<file path="config.mk">
export PLATFORM = sky130hd
export DESIGN_NAME = er_key_reader_flat
export DESIGN_NICKNAME = d
export VERILOG_FILES = /design/src/rtl/er_key_reader_if.sv /design/src/rtl/er_key_reader.sv /design/src/flat_wrapper.sv
export SDC_FILE = /design/constraint.sdc
export NUM_CORES = 1
export LEC_CHECK = 0
export CORE_UTILIZATION = 40
export DETAILED_ROUTE_END_ITERATION = 10
export PLACE_DENSITY = 0.77
export SYNTH_ARGS = -nofsm -noshare
export SYNTH_HDL_FRONTEND = slang
export SYNTH_SLANG_ARGS = --single-unit
</file>
<file path="constraint.sdc">
create_clock -name clk -period 5.2 [get_ports clk]
set_input_delay 1.04 -clock clk [delete_from_list [all_inputs] [get_ports clk]]
set_output_delay 1.04 -clock clk [all_outputs]
set_load 0.005 [all_outputs]
</file>
<file path="src/rtl/er_key_reader_if.sv">
// BRAM read port and FIFO write port seen by the reconciled-key reader.
// The master side belongs to the reader; the slave side belongs to the memory and FIFO.
interface er_key_reader_if;
    logic        key_clkb;
    logic        key_enb;
    logic        key_web;
    logic [14:0] key_addrb;
    logic [63:0] key_doutb;
    logic        fifo_wr_clk;
    logic        fifo_wr_en;
    logic [31:0] fifo_wr_din;
    logic        fifo_full;
    logic        fifo_wr_ack;

    modport master (
        output key_clkb, key_enb, key_web, key_addrb,
        output fifo_wr_clk, fifo_wr_en, fifo_wr_din,
        input  key_doutb, fifo_full, fifo_wr_ack
    );

    modport slave (
        input  key_clkb, key_enb, key_web, key_addrb,
        input  fifo_wr_clk, fifo_wr_en, fifo_wr_din,
        output key_doutb, fifo_full, fifo_wr_ack
    );
endinterface

</file>
<file path="src/rtl/er_key_reader.sv">
// Drains one half of the reconciled-key BRAM into a 32-bit FIFO.
// Each 64-bit word is sent upper half first, in ascending address order.
module er_key_reader #(
    parameter int RD_LATENCY = 2,
    parameter int HALF_WORDS = 16384
) (
    input  logic                 clk,
    input  logic                 rst_n,
    input  logic                 start,
    input  logic                 ev_fail,
    input  logic                 addr_index,
    input  logic [14:0]          word_count,
    er_key_reader_if.master      bus,
    output logic                 busy,
    output logic                 done,
    output logic                 aborted,
    output logic [15:0]          words_sent
);
    typedef enum logic [2:0] {IDLE, RD, WAIT, HI, LO, DONE} state_t;

    localparam logic [15:0] HALF = 16'(HALF_WORDS);
    localparam logic [1:0]  LAST = 2'(RD_LATENCY - 1);

    state_t      state_q;
    logic [14:0] base_q, n_q, idx_q, addr_q;
    logic [63:0] w_q;
    logic [1:0]  wcnt_q;
    logic [15:0] sent_q;
    logic        enb_q, aborted_q;

    logic [14:0] n_clamp;
    logic [14:0] base_sel;

    assign n_clamp  = ({1'b0, word_count} > HALF) ? HALF[14:0] : word_count;
    assign base_sel = addr_index ? HALF[14:0] : 15'd0;

    always_ff @(posedge clk) begin
        if (!rst_n) begin
            state_q   <= IDLE;
            base_q    <= '0;
            n_q       <= '0;
            idx_q     <= '0;
            addr_q    <= '0;
            w_q       <= '0;
            wcnt_q    <= '0;
            sent_q    <= '0;
            enb_q     <= 1'b0;
            aborted_q <= 1'b0;
        end else begin
            enb_q     <= 1'b0;
            aborted_q <= 1'b0;
            if (bus.fifo_wr_ack && sent_q != 16'hFFFF)
                sent_q <= sent_q + 16'd1;
            case (state_q)
                IDLE: if (start) begin
                    if (ev_fail) begin
                        aborted_q <= 1'b1;
                    end else if (n_clamp == 15'd0) begin
                        state_q <= DONE;
                    end else begin
                        // The clear overrides any ack landing in the start cycle.
                        base_q  <= base_sel;
                        n_q     <= n_clamp;
                        idx_q   <= '0;
                        sent_q  <= '0;
                        addr_q  <= base_sel;
                        enb_q   <= 1'b1;
                        state_q <= RD;
                    end
                end
                RD: begin
                    wcnt_q  <= '0;
                    state_q <= WAIT;
                end
                WAIT: begin
                    if (wcnt_q == LAST) begin
                        w_q     <= bus.key_doutb;
                        state_q <= HI;
                    end else begin
                        wcnt_q <= wcnt_q + 2'd1;
                    end
                end
                HI: if (!bus.fifo_full) state_q <= LO;
                LO: if (!bus.fifo_full) begin
                    if (idx_q == n_q - 15'd1) begin
                        state_q <= DONE;
                    end else begin
                        idx_q   <= idx_q + 15'd1;
                        addr_q  <= base_q + idx_q + 15'd1;
                        enb_q   <= 1'b1;
                        state_q <= RD;
                    end
                end
                DONE:    state_q <= IDLE;
                default: state_q <= IDLE;
            endcase
        end
    end

    // Write strobe follows fifo_full in the same cycle so a stall never drops a half.
    always_comb begin
        bus.fifo_wr_din = '0;
        bus.fifo_wr_en  = 1'b0;
        if (state_q == HI) begin
            bus.fifo_wr_din = w_q[63:32];
            bus.fifo_wr_en  = ~bus.fifo_full;
        end else if (state_q == LO) begin
            bus.fifo_wr_din = w_q[31:0];
            bus.fifo_wr_en  = ~bus.fifo_full;
        end
    end

    assign bus.key_clkb    = clk;
    assign bus.fifo_wr_clk = clk;
    assign bus.key_web     = 1'b0;
    assign bus.key_enb     = enb_q;
    assign bus.key_addrb   = addr_q;

    assign busy       = (state_q != IDLE);
    assign done       = (state_q == DONE);
    assign aborted    = aborted_q;
    assign words_sent = sent_q;
endmodule
</file>
<file path="src/flat_wrapper.sv">
// flat-port wrapper written by rule: the top's interface ports become plain ports
module er_key_reader_flat 
#(
    parameter int RD_LATENCY = 2,
    parameter int HALF_WORDS = 16384
)
  (clk, rst_n, start, ev_fail, addr_index, word_count, busy, done, aborted, words_sent, bus_key_clkb, bus_key_enb, bus_key_web, bus_key_addrb, bus_fifo_wr_clk, bus_fifo_wr_en, bus_fifo_wr_din, bus_key_doutb, bus_fifo_full, bus_fifo_wr_ack);
  er_key_reader_if bus_i ();
  input  logic clk;
  input  logic rst_n;
  input  logic start;
  input  logic ev_fail;
  input  logic addr_index;
  input  logic [14:0] word_count;
  output logic busy;
  output logic done;
  output logic aborted;
  output logic [15:0] words_sent;
  output wire logic [$bits(bus_i.key_clkb)-1:0] bus_key_clkb;
  output wire logic [$bits(bus_i.key_enb)-1:0] bus_key_enb;
  output wire logic [$bits(bus_i.key_web)-1:0] bus_key_web;
  output wire logic [$bits(bus_i.key_addrb)-1:0] bus_key_addrb;
  output wire logic [$bits(bus_i.fifo_wr_clk)-1:0] bus_fifo_wr_clk;
  output wire logic [$bits(bus_i.fifo_wr_en)-1:0] bus_fifo_wr_en;
  output wire logic [$bits(bus_i.fifo_wr_din)-1:0] bus_fifo_wr_din;
  input wire logic [$bits(bus_i.key_doutb)-1:0] bus_key_doutb;
  input wire logic [$bits(bus_i.fifo_full)-1:0] bus_fifo_full;
  input wire logic [$bits(bus_i.fifo_wr_ack)-1:0] bus_fifo_wr_ack;
  assign bus_key_clkb = bus_i.key_clkb;
  assign bus_key_enb = bus_i.key_enb;
  assign bus_key_web = bus_i.key_web;
  assign bus_key_addrb = bus_i.key_addrb;
  assign bus_fifo_wr_clk = bus_i.fifo_wr_clk;
  assign bus_fifo_wr_en = bus_i.fifo_wr_en;
  assign bus_fifo_wr_din = bus_i.fifo_wr_din;
  assign bus_i.key_doutb = bus_key_doutb;
  assign bus_i.fifo_full = bus_fifo_full;
  assign bus_i.fifo_wr_ack = bus_fifo_wr_ack;
  er_key_reader #(.RD_LATENCY(RD_LATENCY), .HALF_WORDS(HALF_WORDS)) u_core (.clk(clk), .rst_n(rst_n), .start(start), .ev_fail(ev_fail), .addr_index(addr_index), .word_count(word_count), .bus(bus_i), .busy(busy), .done(done), .aborted(aborted), .words_sent(words_sent));
endmodule
</file>
# Word level (Yosys, flattened, before mapping)
# Cells that the tools add are included.
classes:
  n_addsub: 6
  order_cmp: 1
  eq_ne: 16
  n_mux: 40
  bitwise_logic: 3
  reduce_logical: 12
op_table:
  columns: ["cell", "n"]
  rows:
  - ["15-bit two-way mux", 12]
  - ["16-bit two-way mux", 5]
  - ["32-bit two-way mux", 2]
  - ["15-bit one-hot mux with 2 select lines", 2]
  - ["15-bit by 1-bit adder with 15-bit output (second input constant)", 2]
  - ["3-bit two-way mux", 7]
  - ["16-bit by 1-bit adder with 16-bit output (second input constant)", 1]
  - ["16-bit != test (second input constant)", 1]
  - ["15-bit adder", 1]
  - ["15-bit == test", 1]
  - ["15-bit > comparator (second input constant)", 1]
  - ["15-bit zero test", 1]
  - ["3-bit one-hot mux with 5 select lines", 1]
  - ["15-bit by 1-bit subtractor with 15-bit output (second input constant)", 1]
  - ["2-bit != test (second input constant)", 7]
  - ["1-bit two-way mux", 8]
  - ["3-bit by 2-bit == test with 1-bit output (second input constant)", 2]
  - ["3-bit == test (second input constant)", 2]
  - ["6-bit AND reduction", 1]
  - ["5-bit AND reduction", 1]
  - ["2-bit one-hot mux with 2 select lines", 1]
  - ["2-bit AND reduction", 2]
  - ["4-bit AND reduction", 1]
  - ["2-bit nonzero test", 2]
  - ["other kinds (11)", 13]
word_totals:
  register_bits: 147
  inputBits: 86
  word_cells: 88

# Longest topological paths before layout
logic_depth:
  word_depth: 7
  depth_mapped: 10
  ltp_nobuf: 9

==> flow_summary.json <==
{
  "result_of_the_run": "finished, final reports clean",
  "cp-startpoint": "clk",
  "timing.setup.critical_path_class": "clk -> out",
  "rr_worst_depth": 9,
  "dpl_cell_area_mm2": 0.007332,
  "finalHoldViolCount": 0,
  "postSynthNetCount": 808,
  "clock_power_share_pct": 40.1,
  "combinationalPowerShare_pct": 24.8,
  "p_seq_share_pct": 35.1,
  "synthArstFlopShare_pct": 0,
  "ys_seq_elements": 119,
  "final-instance-count-excl-fill": 1035,
  "drt-initial-drc-count": 323,
  "post_cts_hold_fix_bufs": 0,
  "postSynthCellCount": 718,
  "worst_ir_drop_on_vdd_uv": 232.2,
  "finalClockSkew_ns": 0.007644,
  "min_to": "u_core.w_q[40]$_SDFFE_PN0P_",
  "stdcell_area_mm2": 0.007960,
  "rsz_0062_raised_after_global_routing": "no",
  "r2r-end": "u_core.bus.key_addrb[8]$_SDFFE_PN0P_",
  "cts_tree": "yes",
  "worst_setup_slack_for_register_to_register_paths_ns": 1.91,
  "grt_use_total_pct": 21.36,
  "die_width_um": 122.7,
  "antenna_violations_before_repair": 0,
  "layout.cells.most_common": "sky130_fd_sc_hd__nand2_1",
  "cts.repair_timing.setup_buffer_count": 0,
  "skew_pair_late_insertion_delay_ns": 0.53,
  "internal_power_uw": 2123,
  "clk_transition_reported_paths_ns": 0.05,
  "die_height_um": 122.7,
  "dpl.hpwl_um": 10150,
  "largest_net_degree_at_the_start_of_global_routing": 76,
  "timing.final.setup_violations": 0,
  "timing.critical_path.fanout_max": 2,
  "power_density_mw_per_mm2": 388.4,
  "wl_um": 15450,
  "timing_max_transition_violations_final": 0,
  "flow.area_growth_from_synthesis_pct": 36.61,
  "slew_headroom_pct": 30.50,
  "synth.cell_area_mm2": 0.005827,
  "sum_neg_setup_slack_ns": 0,
  "fp.dieArea_mm2": 0.01505,
  "synthesis.area_per_instance_um2": 8.115,
  "power.switching_uw": 969.4,
  "cp-start-kind": "clock port",
  "start_util_pct": 41.50,
  "ys_warn_count": 0,
  "vias_in_the_first_global_route": 5112,
  "antenna_cells_inserted": 0,
  "antenna_left": 0,
  "start_point_of_the_worst_hold_path": "u_core.w_q[40]$_SDFFE_PN0P_",
  "swShare_pct": 31.35,
  "rows": 43,
  "synth-edff-count": 0,
  "timing.hold.worst.class": "reg -> reg",
  "residual_drc": 0,
  "postSynth.topFlopCell": "sky130_fd_sc_hd__dfxtp_1",
  "cellLeakagePower_uw": 0.002706,
  "postCtsResizedCells": 0,
  "max_slew.worst_pin.slew_ns": 1.034,
  "grt_overflow": 0,
  "place.gp.congestion": 0.8077,
  "synthDistinctLibCells": 67,
  "placed_instances": 1000,
  "buffer_ports.inserted": 155,
  "share_of_final_layout_standard_cells_stronger_than_drive_strength_1_pct": 7.836,
  "design.portCount": 157,
  "worstPathArrival_ns": 3.29,
  "hold_path_depth": 2,
  "route.detailed.wl_per_inst_um": 14.92,
  "global_route_wire_length_before_repair_um": 24780,
  "worst_setup_ep_type": "output pin",
  "routed-via-count": 5575,
  "worst-endpoint-required_ns": 4.16,
  "vias_per_cell": 5.386,
  "layout.cells.most_common_list": "sky130_fd_sc_hd__nand2_1, sky130_fd_sc_hd__clkdlybuf4s50_1, sky130_fd_sc_hd__dfxtp_1",
  "regToRegStartpoint": "u_core.n_q[0]$_SDFFE_PN0P_",
  "core_region_area_mm2": 0.01404,
  "layout_nets": 933,
  "dr.pass1.iters": 5,
  "synth_seq_area_share_pct": 40.88,
  "fillers": 1282,
  "maxCapViolations": 0
}
flip-flops by register name (all words and copies together), names as in the netlist:
register,flops
u_core.n_q,15
u_core.wcnt_q,2
u_core.w_q,64
u_core.bus.key_addrb,15
u_core.idx_q,1
u_core.state_q,3
u_core.bus.key_enb,1
u_core.aborted,1
u_core.base_q,1
u_core.words_sent,16
Yosys cell counts (all sizes together) (15+ instances only):
| master | count | share of area, % |
|---|---|---|
| nor3 | 16 | 1.5 |
| a21oi | 86 | 7.5 |
| a22o | 44 | 6.6 |
| dfxtp | 119 | 41 |
| xnor2 | 17 | 2.6 |
| o21ai | 15 | 1.3 |
| buf | 21 | 2.9 |
| nor2 | 36 | 2.3 |
| clkbuf | 41 | 3.2 |
| nand2 | 165 | 11 |
worst max path at each step:
stage | slack [ns] | end | depth (start not counted)
CTS | 0.86 | bus_key_clkb | 3
global route | 0.85 | bus_fifo_wr_clk | 3
detailed placement | 1.15 | bus_fifo_wr_clk | 1
finish | 0.87 | bus_key_clkb | 3
global placement | 1.15 | bus_fifo_wr_clk | 1
floorplan | 1.45 | bus_fifo_wr_clk | 1
power groups by stage:
| stage | sequential, uW | combinational [uW] | clock (uW) |
|---|---|---|---|
| after floorplan | 1050 | 586 | 24.9 |
| after global placement | 1100 | 752 | 32.4 |
| after detailed placement | 1100 | 764 | 32.4 |
| after CTS | 1080 | 768 | 1270 |
| after global routing | 1100 | 848 | 1320 |
| final | 1090 | 765 | 1240 |
through the flow:
step / utilization [%] / hold slack (ns) / setup WS, ns / power [uW]
3_5_place_dp: 52.21 / 0.4465 / 1.146 / 1897
5_1_grt: 56.69 / 0.4672 / 0.8451 / 3260
2_1_floorplan: - / 0.4342 / 1.449 / 1662
6_report: 56.69 / 0.4522 / 0.8695 / 3092
3_3_place_gp: 52.21 / 0.4413 / 1.146 / 1885
4_1_cts: 56.69 / 0.4535 / 0.8588 / 3119
cell families after synthesis:
logic type | after synthesis | synth area share, %
and+or+nand+nor | 299 | 24.52
AOI/OAI and AO/OA | 187 | 21.73
DFF | 119 | 40.88
buffers and inverters | 75 | 6.893
xor gates and xnor gates | 29 | 4.359
adders and majority gates | 4 | 0.8590
muxes | 4 | 0.6872
other | 1 | 0.06436
worst max-delay path, cell delays in order:
cell and delay [ns]:
sky130_fd_sc_hd__clkbuf_16 0.13, sky130_fd_sc_hd__clkbuf_16 0.13, sky130_fd_sc_hd__clkdlybuf4s50_1 0.43
metal layers:
metal  vias to the layer above  GRT usage, %  part of all wire, %
li1                       2777             -                    -
met1                      2602         24.36                   42
met2                       177         33.99                   47
met3                        19         10.59                  9.9
met4                         0         8.308                  1.5
met5                         -             0                    0
final cells by class:
class	count	area [um2]	area share (%)
Sequential cell	119	2382	29.93
Inverter	13	48.80	0.6130
Clock inverter	8	50.05	0.6287
Multi-Input combinational cell	524	3057	38.40
Tap cell	180	225.2	2.829
Clock buffer	29	598.1	7.513
Timing Repair Buffer	162	1599	20.09
Power figures use the tool's default switching activity.
